`src/rtl/cpc_ram_pkg.sv`:
```
// Shared types and constants for the CPC banked RAM-expansion controller.

package cpc_ram_pkg;

   typedef logic [2:0] mode_t;

   localparam mode_t MODE_C0 = 3'd0;
   localparam mode_t MODE_C1 = 3'd1;
   localparam mode_t MODE_C2 = 3'd2;
   localparam mode_t MODE_C3 = 3'd3;
   localparam mode_t MODE_C4 = 3'd4;
   localparam mode_t MODE_C5 = 3'd5;
   localparam mode_t MODE_C6 = 3'd6;
   localparam mode_t MODE_C7 = 3'd7;

   typedef enum logic [1:0] {StIdle, StMrd, StMwr, StHold} cyc_state_e;

   localparam logic [2:0] SHADOW_BANK = 3'b111;

endpackage

```
`src/rtl/cpc_ram_map.sv`:
```
// Combinational mode/block decode: yields expansion hit and SRAM high address.

module cpc_ram_map
   import cpc_ram_pkg::*;
#(
   parameter int unsigned BANK_BITS = 3,
   parameter int unsigned PAGE_BITS = 1,
   parameter int unsigned RAMADR_W  = BANK_BITS + PAGE_BITS + 2,
   localparam int unsigned PW       = (PAGE_BITS > 0) ? PAGE_BITS : 1
) (
   input  mode_t                mode,
   input  logic [BANK_BITS-1:0] bank,
   input  logic [PW-1:0]        page,
   input  logic [1:0]           blk,
   input  logic                 shadow,
   input  logic                 is_wr,
   output logic                 hit,
   output logic [RAMADR_W-1:0]  ramadrhi
);

   logic                 hit_exp;
   logic [1:0]           exp_blk;
   logic [BANK_BITS-1:0] vbank;
   logic [PW-1:0]        out_page;
   logic [BANK_BITS-1:0] out_bank;
   logic [1:0]           out_blk;
   logic [PW+BANK_BITS+1:0] full_adr;

   always_comb begin
      hit_exp = 1'b0;
      exp_blk = blk;
      unique case (mode)
         MODE_C0: hit_exp = 1'b0;
         MODE_C1: begin
            hit_exp = (blk == 2'b11);
            exp_blk = 2'b11;
         end
         MODE_C2: hit_exp = 1'b1;
         MODE_C3: begin
            hit_exp = (blk == 2'b11);
            exp_blk = 2'b11;
         end
         MODE_C4, MODE_C5, MODE_C6, MODE_C7: begin
            hit_exp = (blk == 2'b01);
            exp_blk = mode[1:0];
         end
      endcase

      // Page 0 bank 7 is reserved for shadow writes, so user bank 7 folds onto 6
      vbank = bank;
      if (shadow && (page == '0) && (bank == SHADOW_BANK)) vbank = 3'b110;

      hit      = hit_exp;
      out_page = page;
      out_bank = vbank;
      out_blk  = exp_blk;
      if (!hit_exp && shadow && is_wr) begin
         hit      = 1'b1;
         out_page = '0;
         out_bank = SHADOW_BANK;
         out_blk  = blk;
      end

      full_adr = {out_page, out_bank, out_blk};
      ramadrhi = full_adr[RAMADR_W-1:0];
   end

endmodule

```
`src/rtl/cpc_ram_bank_ctrl.sv`:
```
// Banked RAM-expansion controller: port decode, cycle FSM and SRAM/pad drive.
// Optional M4 write-strobe overdrive enabled by defining WR_OVERDRIVE_EN.

module cpc_ram_bank_ctrl
   import cpc_ram_pkg::*;
#(
   parameter int unsigned BANK_BITS = 3,
   parameter int unsigned PAGE_BITS = 1,
   parameter int unsigned RAMADR_W  = BANK_BITS + PAGE_BITS + 2
) (
   input  logic                           clk,
   input  logic                           reset_b,
   input  logic [15:0]                    adr,
   input  logic [7:0]                     data,
   input  logic                           iorq_b,
   input  logic                           mreq_b,
   input  logic                           rfsh_b,
   input  logic                           m1_b,
   input  logic                           wr_b_in,
   input  logic                           rd_b_in,
   input  logic                           ramrd_b,
   input  logic                           shadow,
   output logic                           ramcs_b,
   output logic                           ramoe_b,
   output logic                           ramwe_b,
   output logic [RAMADR_W-1:0]            ramadrhi,
   output logic                           ramdis,
   output logic                           ramdis_oe,
   output logic                           a15_od,
   output logic                           wr_od,
   output logic [BANK_BITS+PAGE_BITS+2:0] bank_q
);

   localparam int unsigned PW = (PAGE_BITS > 0) ? PAGE_BITS : 1;

   logic rst_meta, rst_s;
   always_ff @(posedge clk or negedge reset_b) begin
      if (!reset_b) begin
         rst_meta <= 1'b0;
         rst_s    <= 1'b0;
      end else begin
         rst_meta <= 1'b1;
         rst_s    <= rst_meta;
      end
   end

   logic                 unused_adr;
   logic                 io_strobe, io_strobe_q, port_wr;
   logic [PW-1:0]        page_new;
   logic [PW-1:0]        sel_page_q, cyc_page_q, act_page;
   logic [BANK_BITS-1:0] sel_bank_q, cyc_bank_q, act_bank;
   mode_t                sel_mode_q, cyc_mode_q, act_mode;
   logic [1:0]           cyc_blk_q, blk_now, act_blk;
   logic                 cyc_od_q, od_now, act_od;
   logic                 cyc_wr_q, act_wr;
   logic                 mreq_q, idle, start, hit, active;
   logic [RAMADR_W-1:0]  map_adr;
   logic [PW+BANK_BITS+2:0] bank_full;
   cyc_state_e           state_q, state_d;

   assign unused_adr = ^adr;
   assign io_strobe  = ~iorq_b & ~wr_b_in;
   assign port_wr    = io_strobe & ~io_strobe_q & ~adr[15] & (data[7:6] == 2'b11);
   assign page_new   = (PAGE_BITS > 0) ? ~adr[8 +: PW] : '0;

   assign idle   = (state_q == StIdle);
   assign start  = idle & mreq_q & ~mreq_b & rfsh_b;
   // Block 1 in mode 3 is overdriven to &C000, so it decodes as block 3
   assign od_now = (sel_mode_q == MODE_C3) & ~adr[15] & adr[14];
   assign blk_now = {adr[15] | od_now, adr[14]};

   // Outside a cycle the live register drives the map; inside, the copy taken at cycle start
   assign act_page = idle ? sel_page_q : cyc_page_q;
   assign act_bank = idle ? sel_bank_q : cyc_bank_q;
   assign act_mode = idle ? sel_mode_q : cyc_mode_q;
   assign act_blk  = idle ? blk_now : cyc_blk_q;
   assign act_od   = idle ? od_now : cyc_od_q;
   assign act_wr   = idle ? (rd_b_in & m1_b) : cyc_wr_q;

   always_ff @(posedge clk or negedge rst_s) begin
      if (!rst_s) begin
         io_strobe_q <= 1'b0;
         mreq_q      <= 1'b1;
         sel_page_q  <= '0;
         sel_bank_q  <= '0;
         sel_mode_q  <= MODE_C0;
         cyc_page_q  <= '0;
         cyc_bank_q  <= '0;
         cyc_mode_q  <= MODE_C0;
         cyc_blk_q   <= 2'b00;
         cyc_od_q    <= 1'b0;
         cyc_wr_q    <= 1'b0;
      end else begin
         io_strobe_q <= io_strobe;
         mreq_q      <= mreq_b;
         if (port_wr) begin
            sel_page_q <= page_new;
            sel_bank_q <= data[5:3];
            sel_mode_q <= data[2:0];
         end
         if (start) begin
            cyc_page_q <= sel_page_q;
            cyc_bank_q <= sel_bank_q;
            cyc_mode_q <= sel_mode_q;
            cyc_blk_q  <= blk_now;
            cyc_od_q   <= od_now;
            cyc_wr_q   <= rd_b_in & m1_b;
         end
      end
   end

   always_ff @(posedge clk or negedge rst_s) begin
      if (!rst_s) state_q <= StIdle;
      else        state_q <= state_d;
   end

   always_comb begin
      state_d = state_q;
      unique case (state_q)
         StIdle:       if (start) state_d = (rd_b_in & m1_b) ? StMwr : StMrd;
         StMrd, StMwr: state_d = mreq_b ? StIdle : StHold;
         StHold:       if (mreq_b) state_d = StIdle;
      endcase
   end

   cpc_ram_map #(
      .BANK_BITS (BANK_BITS),
      .PAGE_BITS (PAGE_BITS),
      .RAMADR_W  (RAMADR_W)
   ) u_map (
      .mode     (act_mode),
      .bank     (act_bank),
      .page     (act_page),
      .blk      (act_blk),
      .shadow   (shadow),
      .is_wr    (act_wr),
      .hit      (hit),
      .ramadrhi (map_adr)
   );

   always_comb begin
      active    = rst_s & ~mreq_b & rfsh_b;
      ramcs_b   = ~(active & hit);
      ramdis    = active & hit & ~act_wr;
      ramdis_oe = ramdis;
      a15_od    = active & act_od;
      ramadrhi  = (rst_s & hit) ? map_adr : '0;
`ifdef WR_OVERDRIVE_EN
      wr_od     = active & hit & ~shadow & (state_q == StMwr);
`else
      wr_od     = 1'b0;
`endif
   end

   assign ramoe_b   = ramrd_b;
   assign ramwe_b   = wr_b_in;
   assign bank_full = {sel_page_q, sel_bank_q, sel_mode_q};
   assign bank_q    = bank_full[BANK_BITS+PAGE_BITS+2:0];

endmodule

```
`config.mk`:
```
export PLATFORM = sky130hd
export DESIGN_NAME = cpc_ram_bank_ctrl
export DESIGN_NICKNAME = d
export VERILOG_FILES = /design/src/rtl/cpc_ram_pkg.sv /design/src/rtl/cpc_ram_map.sv /design/src/rtl/cpc_ram_bank_ctrl.sv
export SDC_FILE = /design/constraint.sdc
export NUM_CORES = 1
export LEC_CHECK = 0
export CELL_PAD_IN_SITES_DETAIL_PLACEMENT = 2
export CELL_PAD_IN_SITES_GLOBAL_PLACEMENT = 2
export CORE_UTILIZATION = 23
export DETAILED_ROUTE_END_ITERATION = 16
export HOLD_SLACK_MARGIN = 0.08
export PLACE_DENSITY = 0.84
export SLEW_MARGIN = 0
export SYNTH_ARGS = -nofsm -noshare
export SYNTH_HDL_FRONTEND = slang
export SYNTH_SLANG_ARGS = --single-unit
export TNS_END_PERCENT = 20
```
`constraint.sdc`:
```
create_clock -name clk -period 2 [get_ports clk]
set_clock_uncertainty 0.05 [all_clocks]
set_input_delay 0.3 -clock clk [delete_from_list [all_inputs] [get_ports clk]]
set_output_delay 0.3 -clock clk [all_outputs]
set_load 0.005 [all_outputs]
```
# Word-level counts from Yosys, hierarchy flattened

Index checks and enable logic that the tools add are counted.
Widths: inputs -> output; s select.

Flip-flop bits (word level): 24
Word-level logic and storage cells: 87

Equality and inequality tests: 17
Mux-type cells: 19
Bitwise gates (word level): 26
Reduce and logical (&&, ||, !) cells: 11

Operators with widths:

| operator           | count |
|---|---|
| $and 1x1->1        | 16 |
| $eq 3x3->1 const B | 5 |
| $mux 2             | 6 |
| $mux 3             | 4 |
| $eq 3x2->1 const B | 3 |
| $not 1->1          | 9 |
| $eq 2x2->1 const B | 4 |
| $mux 6             | 1 |
| $pmux 2 s3         | 1 |
| $mux 1             | 5 |
| $eq 2x1->1 const B | 2 |
| $logic_and 1x1->1  | 4 |
| $pmux 1 s4         | 1 |
| $pmux 2 s2         | 1 |
| $reduce_or 2->1    | 2 |
| $reduce_or 4->1    | 1 |
| $eq 3x1->1 const B | 1 |
| $logic_not 3->1    | 1 |
| $logic_not 2->1    | 1 |
| $ne 2x1->1 const B | 1 |
| $ne 2x2->1 const B | 1 |
| $reduce_and 2->1   | 1 |
| $logic_not 1->1    | 1 |
| $or 1x1->1         | 1 |

# Longest topological paths before layout

Gate-level depths: netlist (run 1).

Depth after elaboration: 13
Gate-level depth with buffers: 8
Depth with buffers taken out: 7

# Cells and area by module

From an unflattened synthesis (run 1), not the netlist that was laid out.

Cells, all modules: 122
Area total of the unflattened synthesis: 1370.1 µm²

Modules (own cells, without submodules):

| module            | times used | cells each | area each (µm²) | seq. area each (µm²) |
|---|---|---|---|---|
| cpc_ram_bank_ctrl | 1          | 102        | 1222.4          | 601.8 |
| cpc_ram_map       | 1          | 20         | 147.6           | 0.0 |

# Least setup slack after synthesis (run 1)

OpenSTA, ideal clock, no wires.

Path kind: register to output
Start point: reg state_q[0]
End point: out ramdis_oe
Arrival: 1.720 ns
Required time: 1.650 ns
Setup slack: -0.070 ns
Stages on the path, launching flop included: 7
Buffers on the path: 1
Path through: dfrtp_1 -> inv_1 -> ha_1 -> o32ai_2 -> mux2_4 -> and4b_1 -> buf_4

Cells in the longest elaborated chain, start to end: 11
Elaborated cells between the ends (all ways): 24
Those cells by class: 9 x eq/ne; 5 x mux; 3 x bitwise; 7 x reduce/logical

RTL lines:

| what                                               | RTL line                 | text |
|---|---|---|
| start: declaration                                 | cpc_ram_bank_ctrl.sv:59  | `cyc_state_e state_q, state_d;` |
| start signal: assignment                           | cpc_ram_bank_ctrl.sv:113 | `if (!rst_s) state_q <= StIdle;` |
| start signal: assignment                           | cpc_ram_bank_ctrl.sv:114 | `else state_q <= state_d;` |
| $logic_not 2->1 *                                  | cpc_ram_bank_ctrl.sv:66  | `assign idle = (state_q == StIdle);` |
| $mux 3                                             | cpc_ram_bank_ctrl.sv:75  | `assign act_mode = idle ? sel_mode_q : cyc_mode_q;` |
| $eq 3x3->1, or another cell as far along           | cpc_ram_map.sv:32        | `unique case (mode)` |
| $reduce_or 4->1 or $reduce_or 2->1 (tied branches) | -                        |  |
| $pmux 1 s4                                         | cpc_ram_map.sv:32        |  |
| $logic_not 1->1                                    | cpc_ram_map.sv:57        | `if (!hit_exp && shadow && is_wr) begin` |
| $logic_and 1x1->1 (2 in series)                    | cpc_ram_map.sv:57        |  |
| $mux 1                                             | cpc_ram_map.sv:57        |  |
| $and 1x1->1                                        | cpc_ram_bank_ctrl.sv:144 | `ramdis = active & hit & ~act_wr;` |
| $and 1x1->1 *                                      | cpc_ram_bank_ctrl.sv:144 |  |
| end: declaration                                   | cpc_ram_bank_ctrl.sv:28  | `output logic ramdis_oe,` |

Mark *: on every way between the ends. The rest lies on a longest branch, timed or not.

# Final worst setup path (run 1)

Start point: reg state_q[0]
End point: out ramadrhi[2]

Cells in the longest elaborated chain, start to end: 11
Elaborated cells between the ends (all ways): 31
Those cells by class: 10 x eq/ne; 10 x mux; 2 x bitwise; 9 x reduce/logical

RTL lines:

| what                                               | RTL line                 | text |
|---|---|---|
| $logic_not 2->1 *                                  | cpc_ram_bank_ctrl.sv:66  |  |
| $mux 3                                             | cpc_ram_bank_ctrl.sv:75  |  |
| $eq 3x3->1, or another cell as far along           | cpc_ram_map.sv:32        |  |
| $reduce_or 4->1 or $reduce_or 2->1 (tied branches) | -                        |  |
| $pmux 1 s4                                         | cpc_ram_map.sv:32        |  |
| $logic_not 1->1                                    | cpc_ram_map.sv:57        |  |
| $logic_and 1x1->1 (2 in series)                    | cpc_ram_map.sv:57        |  |
| $mux 1                                             | cpc_ram_map.sv:57        |  |
| $and 1x1->1                                        | cpc_ram_bank_ctrl.sv:147 | `ramadrhi = (rst_s & hit) ? map_adr : '0;` |
| $mux 6 *                                           | cpc_ram_bank_ctrl.sv:147 |  |
| end: declaration                                   | cpc_ram_bank_ctrl.sv:26  | `output logic [RAMADR_W-1:0] ramadrhi,` |

Marks and branches as above.

==> flow_summary_export.csv, run 1 <==
group,metric,value,unit
global_routing,grt_max_degree,25,
routing,met3WireLength,137,microns
die,initial_core_util,24.3,%
finish,antenna_cells,0,
pwr,swShare,38.4,%
synth,yosys.cell_types.count,39,
routing,routed-wl-met2,2.67,mm
synth,synth-simple-area-share,17.4,%
run_status,outcome,"finished, violations left",
synth,synthAdderAreaFrac,1.84,%
synth,synth-seq-cells,24,
die,die_h,79.0,microns
finish,fin_cells,281,
routing,drt-initial-drc-count,43,
critical_path,cp-end-kind,"output port",
synth,synthMuxAreaShare,17.3,%
pwr,power_frac_seq,23.5,%
critical_path,slowest_delay,0.37,ns
timing,min_period_over_period,125,%
placement,dp_hpwl,3.44,mm
critical_path,cp.required,1.65,ns
synth,ys_async_sr_fraction,100,%
placement,place.gp.congestion,0.896,
timing,hold_viol_final,0,
worst_hold_path,hold_class,"input port to async pin",
timing,max_freq,401,MHz
synth,yosysTopAreaCell,"dfrtp_1",
run,maxCapViolations,0,
routing,ant_nets,0,
pwr,leakage,1.00,nW
routing,first_pass_iters,4,
critical_path,worst_setup_path_start_kind,"flip-flop",
global_routing,grt_pass1_wl,8.20,mm
routing,finalWirelength,5.08,mm
finish,drive_gt1_share,44.0,%
synth,synth-edff-count,0,
routing,wl_per_cell,18.1,microns
clock_network,worst_skew_pair.late_latency,0.28,ns
synth,ys_warn_count,0,
critical_path,crit_fanout,5,
synth,synth_area_leaders,"dfrtp_1 (42%), mux2_2 (8.3%), mux2_1 (5.0%)",
placement,place_ws,-0.707,ns
synth,netlist_area,1360,sq um
routing,wl_met1,2.19,mm
critical_path,worstSetupPathType,"flip-flop to output port",
timing,rsz0062_at_grt,"yes",
critical_path,cp_cell_sequence,"inv_2 > ha_4 > buf_6 > o32ai_4 > mux2_4 > buf_8 > buf_12 > a21oi_4 > buf_2",
clock_network,numCtsBuffers,3,
clock_network,cts_max_level,1,
synth,synthFlopType,"dfrtp_1",
timing,fin_ws,-0.492,ns
timing,layout_min_cycle_time,2.49,ns
clock_network,clockBufferDepth,2,
timing,holdWs,0.124,ns
clock_network,clkSlewWorstSetupHoldPaths,0.09,ns
critical_path,crit_arrival,2.14,ns
critical_path,worst-path-buf-inv,5,
routing,routed-via-count,1335,
die,ioPinCount,54,
global_routing,antenna_found_initial,0,
global_routing,grt_overflow,0,
critical_path,cp_slowest_cell,"dfrtp_1",
global_routing,grtUsageTotal,17.5,%
run_status,violations,"setup timing",
routing,maxUsedRoutingLayer,"met4",
pwr,combPwrFrac,63.1,%
synth,syn-num-nets,169,
timing,drv_slew,0,
synth,synth_top_family_by_area,"simple AND/OR/NAND/NOR gates",
critical_path,crit_family,"buffers and inverters",
synth,netlist.area_leader.share,42.2,%
die,die_w,79.0,microns
die,core,5610,sq um
placement,dp_cells,266,
pwr,p_per_area,1450,nW/um^2
routing,viasPerCell,4.75,
clock_network,cts_tree,"built",
placement,io_buffer_count,37,
synth,synthCells,133,
timing,finalSetupTns,-3.88,ns
die,die-area,6240,sq um
clock_network,clockRootBuffer,"clkbuf_8",
pwr,pwr-share-clk,13.5,%
pwr,p_switching,1.27,mW
finish,area_delta_synth_final,67.7,%
finish,nNetsFinal,246,
synth,syn_avg_cell_area,10.2,sq um
global_routing,grt_pass1_vias,1480,
routing,drc,0,
synth,synthXorXnorAreaFrac,0.643,%
die,num_rows,27,
synth,yosysSeqAreaShare,44.2,%
synth,synth_compound_area_share,13.1,%
pwr,peakVddDrop,0.432,mV
pwr,p_int,2.03,mW
timing,setup_viol,10,
clock_network,cts_num_sinks,24,
## per-stage QoR
stage	util, %	power [mW]	instance area [sq um]
final	40.7	3.30	2280
after global placement	36.2	2.19	2030
after CTS	40.3	3.12	2260
after detailed placement	36.2	2.27	2030
after floorplan	-	1.51	1370
after global routing	40.7	3.50	2280
## worst paths after layout
kind                            start       endpoint  cells after the start  slack [ns]
setup reg to reg           state_q[0]  cyc_bank_q[2]                      7        0.24
setup / recovery           state_q[0]    ramadrhi[2]                      9       -0.49
hold reg to reg                 rst_s       cyc_wr_q                      1        0.31
hold / removal                reset_b          rst_s                      1        0.12
min in group clk             rst_meta          rst_s                      0        0.32
max in group asynchronous       rst_s         mreq_q                      1        1.36
## layout by cell type (no fill, tap or decap), types with 2 or more instances in the layout
| cell | instances |
|---|---|
| buf_4 | 36 |
| clkdlybuf4s50_1 | 27 |
| dfrtp_1 | 23 |
| nor2_1 | 12 |
| nand2_1 | 11 |
| mux2_2 | 10 |
| mux2_1 | 6 |
| buf_2 | 6 |
| a21oi_1 | 5 |
| buf_6 | 5 |
| mux2i_1 | 4 |
| a31oi_1 | 4 |
| a21oi_2 | 3 |
| nor2b_1 | 3 |
| o21ai_0 | 3 |
| clkbuf_8 | 3 |
| clkbuf_2 | 3 |
| inv_2 | 2 |
| nand2b_4 | 2 |
| nand3_2 | 2 |
| a21oi_4 | 2 |
| nand4b_1 | 2 |
| nand3_1 | 2 |
| conb_1 | 2 |
| buf_12 | 2 |
## cell usage after synthesis, drive strengths merged, types with 2 or more instances
master	n
a21oi	10
a31oi	4
buf	9
conb	2
dfrtp	23
ha	2
inv	3
mux2	17
mux2i	4
nand2	12
nand2b	3
nand3	4
nand4b	2
nor2	13
nor2b	4
o21ai	5
o32ai	2
## routing by layer
layer  GRT usage (%)  up-vias
met5               0        -
met4            5.45        0
met3            2.07        7
met2            31.0       31
met1            21.9      682
li1                -      615
## timing repair
| action | 4_1_cts | 5_1_grt |
|---|---|---|
| hold buffers | 0 | 0 |
| setup endpoints to repair | 10 | 12 |
| gates resized for setup | 53 | 13 |
| pin swaps | 6 | 7 |
| hold endpoints to repair | 0 | 0 |
| buffers inserted | 9 | 3 |
## power groups by stage
stage,clock (mW),combinational [mW],sequential [mW]
finish,0.444,2.08,0.775
global route,0.467,2.24,0.794
CTS,0.454,1.90,0.772
detailed placement,0,1.50,0.766
global placement,0,1.44,0.750
floorplan,0,0.754,0.752
## final cells by class
cell class	instances	area, sq um
clock buffer	3	41.3
clock inverter	1	30.0
fill	612	3320
inverter	3	11.3
multi-input combinational	97	802
sequential	24	602
tap	72	90.1
timing repair buffer	81	708
## registers in the layout, indices dropped and copies added, names as in the netlist
register     count
rst_s            1
rst_meta         1
cyc_bank_q       3
cyc_mode_q       3
cyc_page_q       1
io_strobe_q      1
state_q          2
cyc_od_q         1
cyc_wr_q         1
mreq_q           1
cyc_blk_q        2
sel_page_q       1
sel_mode_q       3
sel_bank_q       3
## logic make-up after synthesis
logic type / count (synthesis)
adder cells (fa/ha/maj): 2
XOR/XNOR: 1
flip-flops: 24
buffers and inverters: 12
AO/OA/AOI/OAI: 26
AND/OR/NAND/NOR: 45
other: 2
multiplexers: 21
(Power assumes the default switching activity.)
==> run 2, diff against run 1 <==
Settings changed: CORE_MARGIN set to 5, SKIP_CTS_REPAIR_TIMING set to 1.
==> run 2 against run 1 <==
Effect of this change: the run still ends with setup timing left; core utilization shrank 2.6 points; register-to-register slack better by 0.02 ns; worst setup slack got worse by 0.11 ns; routed wire length decreased by 1.7%; combinational power down 11%; first-iteration DRC count down 16%; via count decreased by 3.0%; sequential share of layout area increased by 0.65 points; critical endpoint is now ramadrhi[4]; largest power group unchanged.
==> flow_summary_export.csv, run 2 (synthesized netlist as in run 1, its figures left out) <==
group,metric,value,unit
routing,first_pass_iters,3,
global_routing,grtUsageTotal,12.8,%
placement,dp_hpwl,3.56,mm
critical_path,cp.required,1.65,ns
timing,rsz0062_at_grt,"yes",
clock_network,cts_tree,"built",
die,die-area,7560,sq um
global_routing,met3_usage,2.27,%
critical_path,worst_setup_path_start_kind,"flip-flop",
routing,viasPerCell,4.59,
routing,wl_per_cell,17.7,microns
global_routing,grt_pass1_vias,1470,
pwr,power,3.06,mW
die,initial_core_util,23.3,%
clock_network,clockRootBuffer,"clkbuf_8",
pwr,peakVddDrop,0.382,mV
clock_network,clockBufferDepth,2,
die,die_h,87.0,microns
routing,ant_nets,0,
global_routing,grt_overflow,0,
clock_network,clkSlewWorstSetupHoldPaths,0.09,ns
global_routing,grt_use_met2,22.3,%
finish,nNetsFinal,244,
clock_network,cts_num_sinks,24,
critical_path,cp-end-kind,"output port",
routing,drc,0,
finish,most-common-layout-cells,"buf_4 (39), clkdlybuf4s50_1 (28), dfrtp_1 (23)",
pwr,leakage,1.02,nW
clock_network,cts_max_level,1,
worst_hold_path,hold_class,"flip-flop to async pin",
routing,finalWirelength,5.00,mm
timing,layout_min_cycle_time,2.61,ns
global_routing,grt_pass1_wl,7.47,mm
die,num_rows,28,
finish,drive_gt1_share,39.1,%
critical_path,crit_arrival,2.26,ns
timing,fin_ws,-0.606,ns
finish,fillers,631,
timing,holdWs,0.114,ns
run_status,violations,"setup timing",
run_status,outcome,"finished, violations left",
clock_network,numCtsBuffers,3,
placement,io_buffer_count,37,
global_routing,grt_max_degree,15,
pwr,p_per_area,1370,nW/um^2
timing,hold_viol_final,0,
critical_path,crit_fanout,10,
die,die_w,87.0,microns
global_routing,busiest_layer,"met2",
finish,area_delta_synth_final,63.6,%
finish,final_common_cell,"buf_4",
global_routing,antenna_found_initial,0,
run,maxCapViolations,0,
timing,max_freq,384,MHz
finish,antenna_cells,0,
clock_network,worst_skew_pair.late_latency,0.27,ns
routing,drt-initial-drc-count,36,
die,ioPinCount,54,
die,core,5850,sq um
timing,drv_slew,0,
placement,place.gp.congestion,0.831,
placement,place_ws,-0.715,ns
timing,min_period_over_period,130,%
timing,setup_viol,10,
routing,routed-via-count,1295,
critical_path,worstSetupPathType,"flip-flop to output port",
global_routing,met1_usage,16.0,%
run 2: where the power goes:
part	switching (mW)	leakage [nW]	internal, mW
Clock	0.172	0.0357	0.268
Combinational	0.851	0.688	1.00
Sequential	0.139	0.301	0.632
Total	1.16	1.02	1.90
run 2: metrics by stage:
step | instance area, sq um | std cells | TNS [ns] | util, %
after floorplan | 1370 | 133 | 0 | -
after CTS | 2110 | 276 | -8.78 | 36.1
after detailed placement | 2040 | 272 | -6.23 | 34.9
after global placement | 2040 | 272 | -5.99 | 34.9
final | 2230 | 282 | -4.52 | 38.1
after global routing | 2230 | 282 | -5.62 | 38.1
run 2: layer usage:
metal  vias to the layer above  part of all wire (%)
met2                        32                    52
met5                         -                     0
met4                         0                   2.1
met1                       642                    42
li1                        612                     -
met3                         9                   4.4
run 2: cell type report:
| type | instances | area, sq um | area share, % |
|---|---|---|---|
| clock buffer | 3 | 41.3 | 1.85 |
| tap | 75 | 93.8 | 4.21 |
| clock inverter | 1 | 30.0 | 1.35 |
| timing repair buffer | 79 | 678 | 30.4 |
| inverter | 3 | 11.3 | 0.505 |
| multi-input combinational | 97 | 773 | 34.7 |
| sequential | 24 | 602 | 27.0 |
run 2: path summary, 6_finish.rpt:
check / endpoint / slack, ns / startpoint / cells past startpoint
max in group asynchronous: mreq_q / 1.29 / rst_s / 1
hold / removal: cyc_blk_q[0] / 0.11 / rst_s / 0
min in group clk: rst_s / 0.33 / rst_meta / 0
hold reg to reg: cyc_blk_q[0] / 0.11 / rst_s / 0
setup / recovery: ramadrhi[4] / -0.61 / state_q[0] / 10
setup reg to reg: state_q[1] / 0.26 / state_q[0] / 8
run 2: critical path: stages (launching register included):
cell and delay (ns):
dfrtp_1 0.38, inv_1 0.09, ha_4 0.19, buf_8 0.15, nor2b_2 0.17, nor2_1 0.08
mux2_4 0.31, o21ai_4 0.25, buf_4 0.16, a21oi_1 0.04, dlymetal6s2s_1 0.16
